`config.mk`:
```
export PLATFORM = sky130hd
export DESIGN_NAME = memory_be
export DESIGN_NICKNAME = d
export VERILOG_FILES = /design/src/rtl/memory_be.sv
export SDC_FILE = /design/constraint.sdc
export NUM_CORES = 1
export LEC_CHECK = 0
export ABC_AREA = 1
export BUFFER_PORTS_ARGS = -buffer_cell sky130_fd_sc_hd__buf_4
export CORE_UTILIZATION = 53
export CTS_CLUSTER_DIAMETER = 150
export DETAILED_ROUTE_END_ITERATION = 8
export PLACE_DENSITY = 0.69
export SYNTH_ARGS = -nofsm -noshare
export SYNTH_HDL_FRONTEND = slang
export SYNTH_SLANG_ARGS = --single-unit
```
`constraint.sdc`:
```
create_clock -name clk -period 4 [get_ports clk]
set_input_delay 0.4 -clock clk [delete_from_list [all_inputs] [get_ports clk]]
set_output_delay 0.4 -clock clk [all_outputs]
set_load 0.05 [all_outputs]
```
`src/rtl/memory_be.sv`:
```
`default_nettype none
// ============================================================================
//  Module   : memory_be
//  Purpose  : Single-port synchronous scratch RAM with a valid/ready request
//             port, per-lane write enables, a READ_LATENCY-deep read
//             pipeline and a hardware zero-fill sequencer (CLEAR state).
//  Options  : define MEMORY_PARITY_EN to store one even-parity bit per lane,
//             add the req_par_flip error-injection input and the per-lane
//             rsp_par_err output.
//  Revision : 1.0  initial release
// ============================================================================
module memory_be #(
    parameter int ADDR_WIDTH     = 5,
    parameter int DATA_WIDTH     = 16,
    parameter int LANE_WIDTH     = 8,
    parameter int READ_LATENCY   = 2,
    parameter int CLEAR_ON_RESET = 1
) (
    input  logic                             clk,
    input  logic                             rst,
    input  logic                             req_valid,
    output logic                             req_ready,
    input  logic                             req_wr,
    input  logic [ADDR_WIDTH-1:0]            req_addr,
    input  logic [DATA_WIDTH-1:0]            req_wdata,
    input  logic [DATA_WIDTH/LANE_WIDTH-1:0] req_lane_en,
`ifdef MEMORY_PARITY_EN
    input  logic                             req_par_flip,
    output logic [DATA_WIDTH/LANE_WIDTH-1:0] rsp_par_err,
`endif
    input  logic                             clr,
    output logic                             busy,
    output logic                             rsp_valid,
    output logic [DATA_WIDTH-1:0]            rsp_data
);

    localparam int c_LANES = DATA_WIDTH / LANE_WIDTH;
    localparam int c_DEPTH = 1 << ADDR_WIDTH;

    // Elaboration-time sanity checks on the parameter set
    if ((DATA_WIDTH % LANE_WIDTH) != 0) begin : g_chk_lanes
        $error("memory_be: DATA_WIDTH must be a multiple of LANE_WIDTH");
    end
    if ((READ_LATENCY < 1) || (READ_LATENCY > 4)) begin : g_chk_latency
        $error("memory_be: READ_LATENCY must be in 1..4");
    end

    typedef enum logic [0:0] {
        ST_CLEAR = 1'b0,
        ST_READY = 1'b1
    } state_e;

    localparam state_e c_RESET_STATE = (CLEAR_ON_RESET != 0) ? ST_CLEAR : ST_READY;

    // ------------------------------------------------------------------------
    // State, storage and pipeline registers
    // ------------------------------------------------------------------------
    state_e                  state_q, state_d;
    logic [ADDR_WIDTH-1:0]   cnt_q, cnt_d;

    logic [DATA_WIDTH-1:0]   mem_q [c_DEPTH];

    logic [READ_LATENCY-1:0] pipe_valid_q, pipe_valid_d;
    logic [DATA_WIDTH-1:0]   pipe_data_q [READ_LATENCY];
    logic [DATA_WIDTH-1:0]   pipe_data_d [READ_LATENCY];

    logic                    rsp_valid_q, rsp_valid_d;
    logic [DATA_WIDTH-1:0]   rsp_data_q, rsp_data_d;

    // ------------------------------------------------------------------------
    // Combinational request decode and array write port
    // ------------------------------------------------------------------------
    logic                    w_accept;
    logic                    w_wr_accept;
    logic                    w_rd_accept;
    logic                    w_clearing;
    logic [ADDR_WIDTH-1:0]   w_mem_addr;
    logic [DATA_WIDTH-1:0]   w_mem_wdata;
    logic [c_LANES-1:0]      w_mem_lane_we;
    logic [DATA_WIDTH-1:0]   w_rd_data;

`ifdef MEMORY_PARITY_EN
    logic [c_LANES-1:0]      par_mem_q [c_DEPTH];
    logic [c_LANES-1:0]      pipe_par_q [READ_LATENCY];
    logic [c_LANES-1:0]      pipe_par_d [READ_LATENCY];
    logic [c_LANES-1:0]      rsp_par_err_q, rsp_par_err_d;
    logic [c_LANES-1:0]      w_mem_wpar;
    logic [c_LANES-1:0]      w_rd_par;
    logic [c_LANES-1:0]      w_par_mism;
`endif

    // A request can only be taken in READY and never while reset is held
    assign req_ready   = (state_q == ST_READY) && !rst;
    assign busy        = (state_q == ST_CLEAR);
    assign w_accept    = req_valid && req_ready;
    assign w_wr_accept = w_accept && req_wr;
    assign w_rd_accept = w_accept && !req_wr;
    // Reset must not disturb the array, so the fill only runs once rst drops
    assign w_clearing  = (state_q == ST_CLEAR) && !rst;
    assign w_rd_data   = mem_q[req_addr];

    // Select between the clear sequencer and the request port for the single write port
    always_comb begin
        w_mem_addr    = req_addr;
        w_mem_wdata   = req_wdata;
        w_mem_lane_we = '0;
        if (w_clearing) begin
            w_mem_addr    = cnt_q;
            w_mem_wdata   = '0;
            w_mem_lane_we = '1;
        end else if (w_wr_accept) begin
            w_mem_lane_we = req_lane_en;
        end
    end

`ifdef MEMORY_PARITY_EN
    assign w_rd_par = par_mem_q[req_addr];

    // Even parity per written lane; injection only applies to real writes, never the fill
    always_comb begin
        w_mem_wpar = '0;
        for (int i = 0; i < c_LANES; i++) begin
            w_mem_wpar[i] = (^w_mem_wdata[i*LANE_WIDTH +: LANE_WIDTH])
                          ^ (req_par_flip & ~w_clearing);
        end
    end
`endif

    // Lane-masked array write; storage has no reset
    always_ff @(posedge clk) begin
        for (int i = 0; i < c_LANES; i++) begin
            if (w_mem_lane_we[i]) begin
                mem_q[w_mem_addr][i*LANE_WIDTH +: LANE_WIDTH] <= w_mem_wdata[i*LANE_WIDTH +: LANE_WIDTH];
            end
        end
    end

`ifdef MEMORY_PARITY_EN
    // Lane-masked parity array write, paired with the data array
    always_ff @(posedge clk) begin
        for (int i = 0; i < c_LANES; i++) begin
            if (w_mem_lane_we[i]) begin
                par_mem_q[w_mem_addr][i] <= w_mem_wpar[i];
            end
        end
    end
`endif

    // ------------------------------------------------------------------------
    // CLEAR / READY sequencing
    // ------------------------------------------------------------------------
    // Next-state and clear-counter logic
    always_comb begin
        state_d = state_q;
        cnt_d   = cnt_q;
        case (state_q)
            ST_CLEAR: begin
                cnt_d = cnt_q + ADDR_WIDTH'(1);
                if (&cnt_q) begin
                    state_d = ST_READY;
                end
            end
            ST_READY: begin
                // A request in the same cycle as clr has already been accepted
                if (clr) begin
                    state_d = ST_CLEAR;
                    cnt_d   = '0;
                end
            end
            default: begin
                state_d = c_RESET_STATE;
                cnt_d   = '0;
            end
        endcase
    end

    // State and clear-counter registers
    always_ff @(posedge clk) begin
        if (rst) begin
            state_q <= c_RESET_STATE;
            cnt_q   <= '0;
        end else begin
            state_q <= state_d;
            cnt_q   <= cnt_d;
        end
    end

    // ------------------------------------------------------------------------
    // Read pipeline
    // ------------------------------------------------------------------------
    // Stage 0 captures the word at the accept edge; later stages shift it down
    always_comb begin
        pipe_valid_d = '0;
        for (int k = 0; k < READ_LATENCY; k++) begin
            pipe_data_d[k] = '0;
        end
        pipe_valid_d[0] = w_rd_accept;
        pipe_data_d[0]  = w_rd_data;
        for (int k = 1; k < READ_LATENCY; k++) begin
            pipe_valid_d[k] = pipe_valid_q[k-1];
            pipe_data_d[k]  = pipe_data_q[k-1];
        end
        rsp_valid_d = pipe_valid_q[READ_LATENCY-1];
        // rsp_data only moves on a valid response and holds otherwise
        rsp_data_d  = pipe_valid_q[READ_LATENCY-1] ? pipe_data_q[READ_LATENCY-1] : rsp_data_q;
    end

    // Pipeline and response registers; reset drops anything in flight
    always_ff @(posedge clk) begin
        if (rst) begin
            pipe_valid_q <= '0;
            for (int k = 0; k < READ_LATENCY; k++) begin
                pipe_data_q[k] <= '0;
            end
            rsp_valid_q <= 1'b0;
            rsp_data_q  <= '0;
        end else begin
            pipe_valid_q <= pipe_valid_d;
            pipe_data_q  <= pipe_data_d;
            rsp_valid_q  <= rsp_valid_d;
            rsp_data_q   <= rsp_data_d;
        end
    end

    assign rsp_valid = rsp_valid_q;
    assign rsp_data  = rsp_data_q;

`ifdef MEMORY_PARITY_EN
    // Parity bits follow their data word down the pipeline; mismatch is flagged on the output stage
    always_comb begin
        for (int k = 0; k < READ_LATENCY; k++) begin
            pipe_par_d[k] = '0;
        end
        pipe_par_d[0] = w_rd_par;
        for (int k = 1; k < READ_LATENCY; k++) begin
            pipe_par_d[k] = pipe_par_q[k-1];
        end
        w_par_mism = '0;
        for (int i = 0; i < c_LANES; i++) begin
            w_par_mism[i] = (^pipe_data_q[READ_LATENCY-1][i*LANE_WIDTH +: LANE_WIDTH])
                          ^ pipe_par_q[READ_LATENCY-1][i];
        end
        rsp_par_err_d = pipe_valid_q[READ_LATENCY-1] ? w_par_mism : '0;
    end

    // Parity pipeline and error flag registers
    always_ff @(posedge clk) begin
        if (rst) begin
            for (int k = 0; k < READ_LATENCY; k++) begin
                pipe_par_q[k] <= '0;
            end
            rsp_par_err_q <= '0;
        end else begin
            pipe_par_q    <= pipe_par_d;
            rsp_par_err_q <= rsp_par_err_d;
        end
    end

    assign rsp_par_err = rsp_par_err_q;
`endif

endmodule
`default_nettype wire
```
==> impl_metrics.tcl <==
set metrics [dict create \
    outcome "finished clean" \
    area_delta_synth_final_pct 11.3 \
    synth.area.mux_share_pct 0 \
    io_pins 47 \
    syn-instance-count 2093 \
    synth_compound_area_share_pct 1.84 \
    chipWidth_um 210 \
    clkLatencyLatePin_ps 620 \
    avgSynthCellArea_sq_um 11.0 \
    cts_tree "done" \
    setup_viol 0 \
    grt_antenna_before_repair 1 \
    ys_ff_latch 569 \
    grt_max_degree 136 \
    synth_top_area_share_pct 67.1 \
    synthTopCellsByArea "edfxtp_1 (67%), nand2_1 (11%), nand3_1 (7.4%)" \
    fin_crit_sh_pct 77.2 \
    synth_flop_cell "edfxtp_1" \
    syn_nets 2123 \
    endpoint_kind "flip-flop" \
    async_reset_ff_share_pct 0 \
    ant_nets 0 \
    dieArea_sq_um 44100 \
    wire_per_inst_um 20.3 \
    drt_wl_total_um 55000 \
    worstPathRequired_ps 4250 \
    max_freq_mhz 324 \
    p_leak_nw 9.52 \
    synth-simple-area-share_pct 22.8 \
    cpMaxStageDelayCell "nor2_4" \
    ys_warn_count 0 \
    die_h_um 210 \
    h-tree-depth 2 \
    fin_cells 2714 \
    grt_pass1_vias 14500 \
    overflow 0 \
    fin_setup_tns_ps 0 \
    syn_area_sq_um 22900 \
    initial_utilization_pct 54.2 \
    tightest_slew_ps 1090 \
    via_per_inst 5.58 \
    antenna_cells 0 \
    worstSetupPathType "flip-flop to flip-flop" \
    port_buffers 46 \
    cap_violations 0 \
    placed_cells 2611 \
    hold_viol 0 \
    path_cells "nor2_4 -> o21ai_0 -> inv_1 -> nand2_1 -> nor2_1 -> nand2_1 -> nor2_1" \
    clock_path_buffers 3 \
    rows 75 \
    hold-worst-slack_ps 57.8 \
    cts-root-buf "clkbuf_16" \
    synth_top_area_cell "edfxtp_1" \
    crit_arrival_ps 3340 \
    seq_area_frac_synth_pct 72.0 \
    numCtsBuffers 55 \
    synth_cell_types 23 \
    core_area_sq_um 42300 \
    drive_above_1_share_pct 8.10 \
    synth_commonest_cells "nand2_1 (665), edfxtp_1 (512), nand3_1 (338), nor2_1 (256), o21ai_0 (58)" \
    cp_max_fo 19 \
    gp_congestion 0.899 \
    grt_pass1_wl_um 84100 \
    synth_adder_area_share_pct 0.109 \
    yosysMostFrequentCell "nand2_1" \
    max_stage_delay_ps 580 \
    initialDrtViolationCount 1740 \
    min_path_type "primary input to flip-flop" \
    fin_crit_ps 3090 \
    synth-edff-count 512 \
    drc_errors 0 \
    synth_top_family_by_area "simple AND/OR/NAND/NOR gates" \
    powerDensity_nw_per_um2 486 \
    clkTransAtPathRegs_ps 60 \
    first_pass_iters 6 \
    cts_num_sinks 569 \
    rsz0062_at_grt "no" \
    ir_worst_vdd_uv 387 \
    finish.net_count 2122 \
    startpoint_type "flip-flop" \
    yosys.area_share.xor_xnor_pct 0 \
    vias 15100 \
    fin_skew_ps 20.6 \
    hpwl_um 33800 \
    relSlewSlack_pct 27.2 \
    slew_violations 0 \
    grt_util_all_layers_pct 25.6 \
]
==> critical path: cells and delay by family (launching register included) <==
kind | cells | cell delay, ps
buffers and inverters | 1 | 130
DFF | 1 | 360
and+or+nand+nor | 5 | 1940
AOI/OAI and AO/OA | 1 | 280
==> layout make-up <==
cell class              instances  area, sq um
repair buffers                 65          532
clock inverters                33          324
well taps                     577          722
multi-input cells            1349         5790
clock buffers                  69         1440
flip-flops and latches        569        16500
fillers                      3379        16800
inverters                      52          203
==> flip-flops by register name (all words and copies together) (netlist names) <==
signal        flops
rsp_data         16
pipe_valid_q      2
pipe_data_d      16
state_q           1
pipe_data_q      16
rsp_valid         1
cnt_q             5
mem_q           512
==> metal layers <==
layer,wire (um),GRT usage (%)
met5,14,0
met2,24700,39.2
met3,5090,4.65
met1,23400,37.0
met4,1810,9.11
==> per-stage QoR <==
stage	area [sq um]	util (%)	total power [mW]	setup slack, ps
after floorplan	22900	-	7.19	1160
after global placement	23700	56.1	7.47	870
after detailed placement	23700	56.1	7.48	755
after CTS	25500	60.3	12.5	1030
after global routing	25500	60.3	12.8	768
final	25500	60.3	12.4	912
==> path summary, 6_finish.rpt <==
| kind | from | slack, ps | to | cells after the start |
|---|---|---|---|---|
| worst min register to register | pipe_data_d[5] | 400 | pipe_data_q[5] | 2 |
| worst min-delay path | req_valid | 60 | pipe_valid_q[0] | 3 |
| worst max register to register | state_q | 910 | mem_q[29][10] | 7 |
| worst max-delay path | state_q | 910 | mem_q[29][10] | 7 |
==> placed cells by master (no fill, tap or decap), types with 19 or more instances in the layout <==
cell and count:
nand3_1 338, dfxtp_1 57, nor2_4 19, inv_1 44, o21ai_0 58, nand2_1 665, buf_4 60, nor2_1 240
clkbuf_16 55, edfxtp_1 512
==> cell families (layout without fill, tap and decap cells) <==
kind of cell	count (synthesis)	in the layout
buf+inv	175	219
compound gates	80	80
fa+ha+maj	2	2
simple gates	1267	1267
flops	569	569
==> power breakdown <==
| part | internal [mW] | switching, mW |
|---|---|---|
| registers | 6.56 | 0.0226 |
| logic | 0.191 | 0.600 |
| clock network | 2.88 | 2.16 |
| total | 9.63 | 2.78 |
==> timing repair <==
| action | 4_1_cts | 5_1_grt |
|---|---|---|
| resized for setup | 0 | 0 |
| hold buffers | 1 | 0 |
| endpoints found under the hold margin | 1 | 0 |
| buffers inserted | 0 | 0 |
No activity file was read; power rests on OpenSTA's default activity.
